--- src/rtl/spi_master_multi.sv ---
// SPI master, multi-slave, CPOL/CPHA per transfer; accept->rx_valid = 1+(2*WIDTH+1)*DIV cycles; tx_ready only in IDLE.
// Define SPI_MASTER_LOOPBACK_EN to feed the receive shifter from the mosi register instead of miso.
module spi_master_multi #(
    parameter int WIDTH      = 8,
    parameter int NUM_SLAVES = 4,
    parameter int DIV        = 4,
    localparam int SSW       = (NUM_SLAVES > 1) ? $clog2(NUM_SLAVES) : 1
) (
    input  logic                  clk,
    input  logic                  rst,
    input  logic                  tx_valid,
    output logic                  tx_ready,
    input  logic [WIDTH-1:0]      tx_data,
    input  logic [SSW-1:0]        tx_ss,
    input  logic                  cpol,
    input  logic                  cpha,
    output logic                  rx_valid,
    output logic [WIDTH-1:0]      rx_data,
    output logic                  sclk,
    output logic                  mosi,
    input  logic                  miso,
    output logic [NUM_SLAVES-1:0] ss_n
);

    localparam logic [1:0] ST_IDLE  = 2'd0;
    localparam logic [1:0] ST_SETUP = 2'd1;
    localparam logic [1:0] ST_XFER  = 2'd2;
    localparam logic [1:0] ST_HOLD  = 2'd3;

    localparam int CW    = $clog2(DIV);
    localparam int EW    = $clog2(2 * WIDTH + 1);
    localparam int EDGES = 2 * WIDTH;

    logic [1:0]            state_q, state_d;
    logic [CW-1:0]         cnt_q, cnt_d;
    logic [EW-1:0]         edge_q, edge_d;
    logic                  cpol_q, cpol_d;
    logic                  cpha_q, cpha_d;
    logic [WIDTH-1:0]      tx_sh_q, tx_sh_d;
    logic [WIDTH-1:0]      rx_sh_q, rx_sh_d;
    logic [WIDTH-1:0]      rx_data_q, rx_data_d;
    logic                  rx_valid_q, rx_valid_d;
    logic                  sclk_q, sclk_d;
    logic                  mosi_q, mosi_d;
    logic [NUM_SLAVES-1:0] ss_n_q, ss_n_d;

    logic                  cnt_last;
    logic [EW-1:0]         edge_nxt;
    logic                  samp_edge;
    logic                  shift_ok;
    logic                  rx_bit;
    logic [NUM_SLAVES-1:0] sel_n;

`ifdef SPI_MASTER_LOOPBACK_EN
    assign rx_bit = mosi_q;
`else
    assign rx_bit = miso;
`endif

    assign cnt_last  = (cnt_q == CW'(DIV - 1));
    assign edge_nxt  = edge_q + 1'b1;
    // Odd edges lead; CPHA=0 samples on leading edges, CPHA=1 on trailing ones.
    assign samp_edge = edge_nxt[0] ^ cpha_q;
    // CPHA=0 already presented the MSB in SETUP, so its final trailing edge has nothing left to shift.
    assign shift_ok  = cpha_q || (edge_nxt != EW'(EDGES));

    // Out-of-range indices leave every select deasserted.
    always_comb begin
        sel_n = '1;
        for (int i = 0; i < NUM_SLAVES; i++) begin
            if (tx_ss == SSW'(i)) begin
                sel_n[i] = 1'b0;
            end
        end
    end

    always_comb begin
        state_d    = state_q;
        cnt_d      = cnt_q;
        edge_d     = edge_q;
        cpol_d     = cpol_q;
        cpha_d     = cpha_q;
        tx_sh_d    = tx_sh_q;
        rx_sh_d    = rx_sh_q;
        rx_data_d  = rx_data_q;
        rx_valid_d = 1'b0;
        sclk_d     = sclk_q;
        mosi_d     = mosi_q;
        ss_n_d     = ss_n_q;

        case (state_q)
            ST_IDLE: begin
                if (tx_valid) begin
                    state_d = ST_SETUP;
                    cnt_d   = '0;
                    edge_d  = '0;
                    cpol_d  = cpol;
                    cpha_d  = cpha;
                    sclk_d  = cpol;
                    rx_sh_d = '0;
                    ss_n_d  = sel_n;
                    if (!cpha) begin
                        mosi_d  = tx_data[WIDTH-1];
                        tx_sh_d = {tx_data[WIDTH-2:0], 1'b0};
                    end else begin
                        tx_sh_d = tx_data;
                    end
                end
            end

            ST_SETUP, ST_XFER: begin
                cnt_d = cnt_last ? '0 : cnt_q + 1'b1;
                if (cnt_last) begin
                    sclk_d = ~sclk_q;
                    edge_d = edge_nxt;
                    if (samp_edge) begin
                        rx_sh_d = {rx_sh_q[WIDTH-2:0], rx_bit};
                    end else if (shift_ok) begin
                        mosi_d  = tx_sh_q[WIDTH-1];
                        tx_sh_d = {tx_sh_q[WIDTH-2:0], 1'b0};
                    end
                    if (state_q == ST_SETUP) begin
                        state_d = ST_XFER;
                    end else if (edge_nxt == EW'(EDGES)) begin
                        state_d = ST_HOLD;
                    end
                end
            end

            ST_HOLD: begin
                cnt_d = cnt_last ? '0 : cnt_q + 1'b1;
                if (cnt_last) begin
                    state_d    = ST_IDLE;
                    ss_n_d     = '1;
                    rx_data_d  = rx_sh_q;
                    rx_valid_d = 1'b1;
                end
            end

            default: begin
                state_d = ST_IDLE;
                ss_n_d  = '1;
            end
        endcase
    end

    always_ff @(posedge clk) begin
        if (rst) begin
            state_q    <= ST_IDLE;
            cnt_q      <= '0;
            edge_q     <= '0;
            cpol_q     <= 1'b0;
            cpha_q     <= 1'b0;
            tx_sh_q    <= '0;
            rx_sh_q    <= '0;
            rx_data_q  <= '0;
            rx_valid_q <= 1'b0;
            sclk_q     <= 1'b0;
            mosi_q     <= 1'b0;
            ss_n_q     <= '1;
        end else begin
            state_q    <= state_d;
            cnt_q      <= cnt_d;
            edge_q     <= edge_d;
            cpol_q     <= cpol_d;
            cpha_q     <= cpha_d;
            tx_sh_q    <= tx_sh_d;
            rx_sh_q    <= rx_sh_d;
            rx_data_q  <= rx_data_d;
            rx_valid_q <= rx_valid_d;
            sclk_q     <= sclk_d;
            mosi_q     <= mosi_d;
            ss_n_q     <= ss_n_d;
        end
    end

    assign tx_ready = (state_q == ST_IDLE);
    assign rx_valid = rx_valid_q;
    assign rx_data  = rx_data_q;
    assign sclk     = sclk_q;
    assign mosi     = mosi_q;
    assign ss_n     = ss_n_q;

endmodule

--- config.mk ---
export PLATFORM = sky130hd
export DESIGN_NAME = spi_master_multi
export DESIGN_NICKNAME = d
export VERILOG_FILES = /design/src/rtl/spi_master_multi.sv
export SDC_FILE = /design/constraint.sdc
export NUM_CORES = 1
export LEC_CHECK = 0
export BUFFER_PORTS_ARGS = -buffer_cell sky130_fd_sc_hd__clkbuf_2
export CORE_MARGIN = 3
export CORE_UTILIZATION = 59
export CTS_BUF_LIST = sky130_fd_sc_hd__clkbuf_8 sky130_fd_sc_hd__clkbuf_16
export CTS_CLUSTER_SIZE = 28
export DETAILED_ROUTE_END_ITERATION = 8
export PLACE_DENSITY = 0.81
export SYNTH_ARGS = -nofsm -noshare
export SYNTH_HDL_FRONTEND = slang
export SYNTH_SLANG_ARGS = --single-unit
--- constraint.sdc ---
create_clock -name clk -period 3.78 [get_ports clk]
set_input_delay 0.567 -clock clk [delete_from_list [all_inputs] [get_ports clk]]
set_output_delay 0.567 -clock clk [all_outputs]
set_load 0.02 [all_outputs]
Word level (Yosys, flattened, before mapping) --
Index checks and enable logic that the tools add are counted.
Operators by class: equal/unequal tests 17, add/subtract/negate cells 2, reduce and logical (&&, ||, !) cells 16, mux-type cells 39, bitwise logic cells 3
Operator list (count):
- $mux W8 | 8
- $pmux W8 S2 | 2
- $mux W2 | 7
- $ne A2 B2 Y1 const B | 7
- $mux W1 | 12
- $eq A2 B2 Y1 const B | 5
- $mux W5 | 2
- $pmux W5 S2 | 1
- $mux W4 | 2
- $pmux W4 S2 | 1
- $reduce_and A4 Y1 | 2
- $pmux W2 S3 | 1
- $reduce_and A3 Y1 | 2
- $reduce_and A6 Y1 | 1
- $add A5 B1 Y5 const B | 1
- $eq A5 B5 Y1 const B | 1
- $ne A5 B5 Y1 const B | 1
- $reduce_and A5 Y1 | 1
- $eq A2 B1 Y1 const B | 2
- $logic_not A2 Y1 | 2
- $pmux W1 S2 | 2
- $pmux W2 S2 | 1
- $reduce_and A2 Y1 | 2
- $reduce_bool A2 Y1 | 2
- other kinds (7) | 9
Word-level totals: output and inout bits 16, word-level logic and storage cells 88, flip-flop bits (word level) 41

Depth between registers and ports, before layout --
depth after elaboration 7, mapped depth 8, depth with buffers taken out 6

Worst setup path before layout --
OpenSTA, ideal clock, no wires.
path kind reg2reg, from register state_q[0], to register sclk_q, in the netlist sclk, cell stages (with the launch flop) 9, path buffers 2, required time 3.709 ns, data arrival time 1.797 ns, library setup time 0.071 ns, slack 1.912 ns, cells stage by stage dfxtp_1 > inv_1 > ha_1 > buf_4 > mux2i_1 > or2_1 > clkbuf_2 > or3_1 > a21oi_1
On the way: elaborated cells between the ends (all ways) 9, classes of those cells 4 x eq/ne; 1 x mux; 4 x reduce/logical
RTL lines:
- start: declaration | line 34 | logic [1:0] state_q, state_d;
- start signal: assignment | line 162 | state_q <= state_d;
- $logic_not A2 Y1 *
- named net tx_ready | line 12 | output logic tx_ready,
- $ne A2 B2 Y1 (no line) / $reduce_bool A2 Y1 (equally long branches)
- $reduce_and A3 Y1 (no line)
- end signal: assignment | line 171 | sclk_q <= sclk_d;
- end: declaration | line 43 | logic sclk_q, sclk_d;
The timed path passes the listed nets; every way through them passes the cells marked *. A chain may end at the register's enable or synchronous reset.

Worst setup path in the final report --
from register state_q[1], to register rx_sh_q[0]
On the way: longest elaborated chain between the ends 4, elaborated cells between the ends (all ways) 10, classes of those cells 5 x eq/ne; 1 x mux; 4 x reduce/logical
RTL lines:
- $eq A2 B1 Y1 / $eq A2 B2 Y1 (equally long branches) | line 91 | case (state_q)
- $reduce_or A2 Y1 | line 91
- $ne A2 B2 Y1 (no line) / $reduce_bool A2 Y1 (equally long branches)
- $reduce_and A4 Y1 (no line)
- end signal: assignment | line 168 | rx_sh_q <= rx_sh_d;
- end: declaration | line 40 | logic [WIDTH-1:0] rx_sh_q, rx_sh_d;
Parallel ways exist; a longest one is shown, timed or not.

==> run summary <==
number of port buffers: 31
CP max-delay cell: ha_1
status: finished clean
clk_skew: 0.00478 ns
antenna viol nets, final: 0
share of layout cells above drive strength 1: 15.5%
Post-CTS Resized: 0
Die Y-Extent: 63.4 um
initial antenna violation count: 0
GR Overflow Total: 0
Diodes inserted: 0
Worst Path Arrival: 2.65 ns
Top Usage Layer GRT: met2
syn nets: 261
Final min period: 2.46 ns
Reg clk slew, reported paths: 0.07 ns
Slew Viols, Final: 0
first-pass GRT wire length: 6910 um
commonest non-fill, non-tap cell in the layout: nand2_1
FF+latch count, synth: 41
fin util: 70.0%
final setup fails: 0
synth unique cells: 41
Worst-Skew Late Latency: 0.29 ns
Sink Count: 41
grt met1 use: 27.0%
DRC viols: 0
Root Buffer: clkbuf_8
final net count: 284
TNS Setup: 0 ns
P&R area growth vs syn: 11.6%
Slew @ Worst Pin: 0.838 ns
Routability Congestion: 0.896
period utilization: 65.0%
post-CTS setup buffers: 0
largest net degree at the start of global routing: 32
top_reg_cell synth: dfxtp_1
Post-Syn Instances: 240
most frequent cells in the layout: nand2_1 (57), dfxtp_1 (41), clkbuf_2 (31)
crit-path max FO: 28
dpl hpwl: 2670 um
vias: 1670
vias in the first global route: 1587
Ys Warns: 0
startpoint class of the critical path: register
Place WS: 1.37 ns
post-synthesis async set-or-reset flop share: 0%
Post-Syn Area per Cell: 8.11 um2
Top Ports: 32
Layout Cells excl Fill: 308
Clock Path Buffers: 2
Die Footprint: 0.00402 mm2
critical path class: reg2reg
met3 Track Usage GR: 3.92%
Register Area: 821 um2
CP required: 3.97 ns
TritonCTS Buffers: 5
VDD IR-drop max: 0.285 mV
CTS tree: built
area of the multi-input gates: 0.00104 mm2
Crit. End Element: register
MaxCap Viol Count: 0
area of the mapped netlist: 0.00195 mm2
CORE AREA: 0.00310 mm2
# hold bufs at CTS: 0
per-cell routed wire length: 12.3 um
RSZ-0062 raised after global routing: no
row count: 20
grt met2 use: 35.7%
number of synthesized flops with an enable pin: 0
Worst path most repeated cell: nand2_1
CP Cell Sequence: inv_1 -> ha_1 -> nand2_1 -> nor2_1 -> nand2_1 -> o32ai_1
sequential share of the synthesized area: 42.2%
maximum operating frequency: 0.407 GHz
P per Cell Area: 536 mW/mm2
Filler cells: 294
DR iter-0 viols: 100
Final Hold Viols: 0
CP max stage delay: 0.80 ns
placed insts: 300
post-DR vias/cell: 5.42
Starting Density: 62.7%
Leak: 0.898 nW
GRT Total Usage: 21.3%
Total Wirelength: 3800 um
Hold Path Class: reg2reg
htree depth: 2
Worst Slack Setup Final: 1.32 ns
WP buf/inv: 1
max_slew headroom: 44.1%
drt first pass iters: 4
CP top delay family: simple AND/OR/NAND/NOR gates
die extent in x: 63.4 um
==> flip-flops by register name, summed over array words and instances (netlist names) <==
signal	count
cnt_q	2
cpha_q	1
edge_q	5
mosi	1
rx_data	8
rx_sh_q	8
rx_valid	1
sclk	1
ss_n	4
state_q	2
tx_sh_q	8
==> path summary, 6_finish.rpt <==
check | startpoint | to | slack (ns) | cells after the start
min | rx_data[2] | rx_data[2] | 0.45 | 2
min reg2reg | rx_data[2] | rx_data[2] | 0.45 | 2
max reg2reg | state_q[1] | rx_sh_q[0] | 1.32 | 6
max | state_q[1] | rx_sh_q[0] | 1.32 | 6
==> Yosys cell counts (2+ instances only) <==
| master | count | share of area [%] |
|---|---|---|
| nand2_1 | 57 | 11 |
| buf_2 | 3 | 0.77 |
| nand3b_1 | 2 | 0.77 |
| nand3_1 | 3 | 0.77 |
| nor3_1 | 5 | 1.3 |
| a211oi_1 | 4 | 1.5 |
| o32ai_1 | 2 | 0.90 |
| clkbuf_1 | 8 | 1.5 |
| inv_1 | 6 | 1.2 |
| o22ai_1 | 6 | 1.9 |
| dfxtp_1 | 41 | 42 |
| nor2_1 | 16 | 3.1 |
| nand2b_1 | 3 | 0.96 |
| clkbuf_2 | 2 | 0.51 |
| nor2b_1 | 4 | 1.3 |
| a21oi_1 | 19 | 4.9 |
| ha_1 | 5 | 3.2 |
| o21ai_0 | 13 | 3.3 |
| mux2i_1 | 18 | 9.3 |
| and4b_1 | 2 | 1.0 |
==> tightest hold or removal path, stage by stage (launching register included) <==
cell,delay (ns)
dfxtp_1,0.31
nand2_1,0.05
a21oi_1,0.05
==> logic make-up (layout without fill, tap and decap cells) <==
group,after synthesis,count (layout),synth area share (%)
multiplexers,19,19,9.84
AO/OA/AOI/OAI,54,54,16.9
XOR/XNOR,1,1,0.450
AND/OR/NAND/NOR,99,99,22.9
buffers and inverters,21,45,4.57
adder cells (fa/ha/maj),5,5,3.22
flip-flops,41,41,42.2
==> metal layers <==
| layer | part of all wire [%] | vias up |
|---|---|---|
| li1 | - | 872 |
| met1 | 47 | 761 |
| met2 | 47 | 30 |
| met3 | 4.5 | 7 |
| met4 | 1.7 | 0 |
| met5 | 0 | - |
==> report_power, final <==
part | internal, mW | switching (mW)
combinational | 0.151 | 0.240
sequential | 0.479 | 0.0268
clock | 0.125 | 0.143
==> through the flow <==
| step | hold slack (ns) | power (mW) | cell area (um2) |
|---|---|---|---|
| 5_1_grt | 0.481 | 1.25 | 2170 |
| 6_report | 0.454 | 1.16 | 2170 |
| 2_1_floorplan | 0.432 | 0.835 | 1950 |
| 4_1_cts | 0.459 | 1.17 | 2170 |
| 3_5_place_dp | 0.451 | 0.902 | 2090 |
| 3_3_place_gp | 0.443 | 0.894 | 2090 |
==> final cells by class <==
| cell class | count | share of cell area [%] |
|---|---|---|
| clock inverters | 3 | 0.634 |
| repair buffers | 31 | 7.14 |
| multi-input cells | 178 | 47.7 |
| inverters | 6 | 1.04 |
| well taps | 44 | 2.53 |
| clock buffers | 5 | 3.17 |
| flip-flops and latches | 41 | 37.8 |
Note: power is estimated with default switching activity, not from simulation.
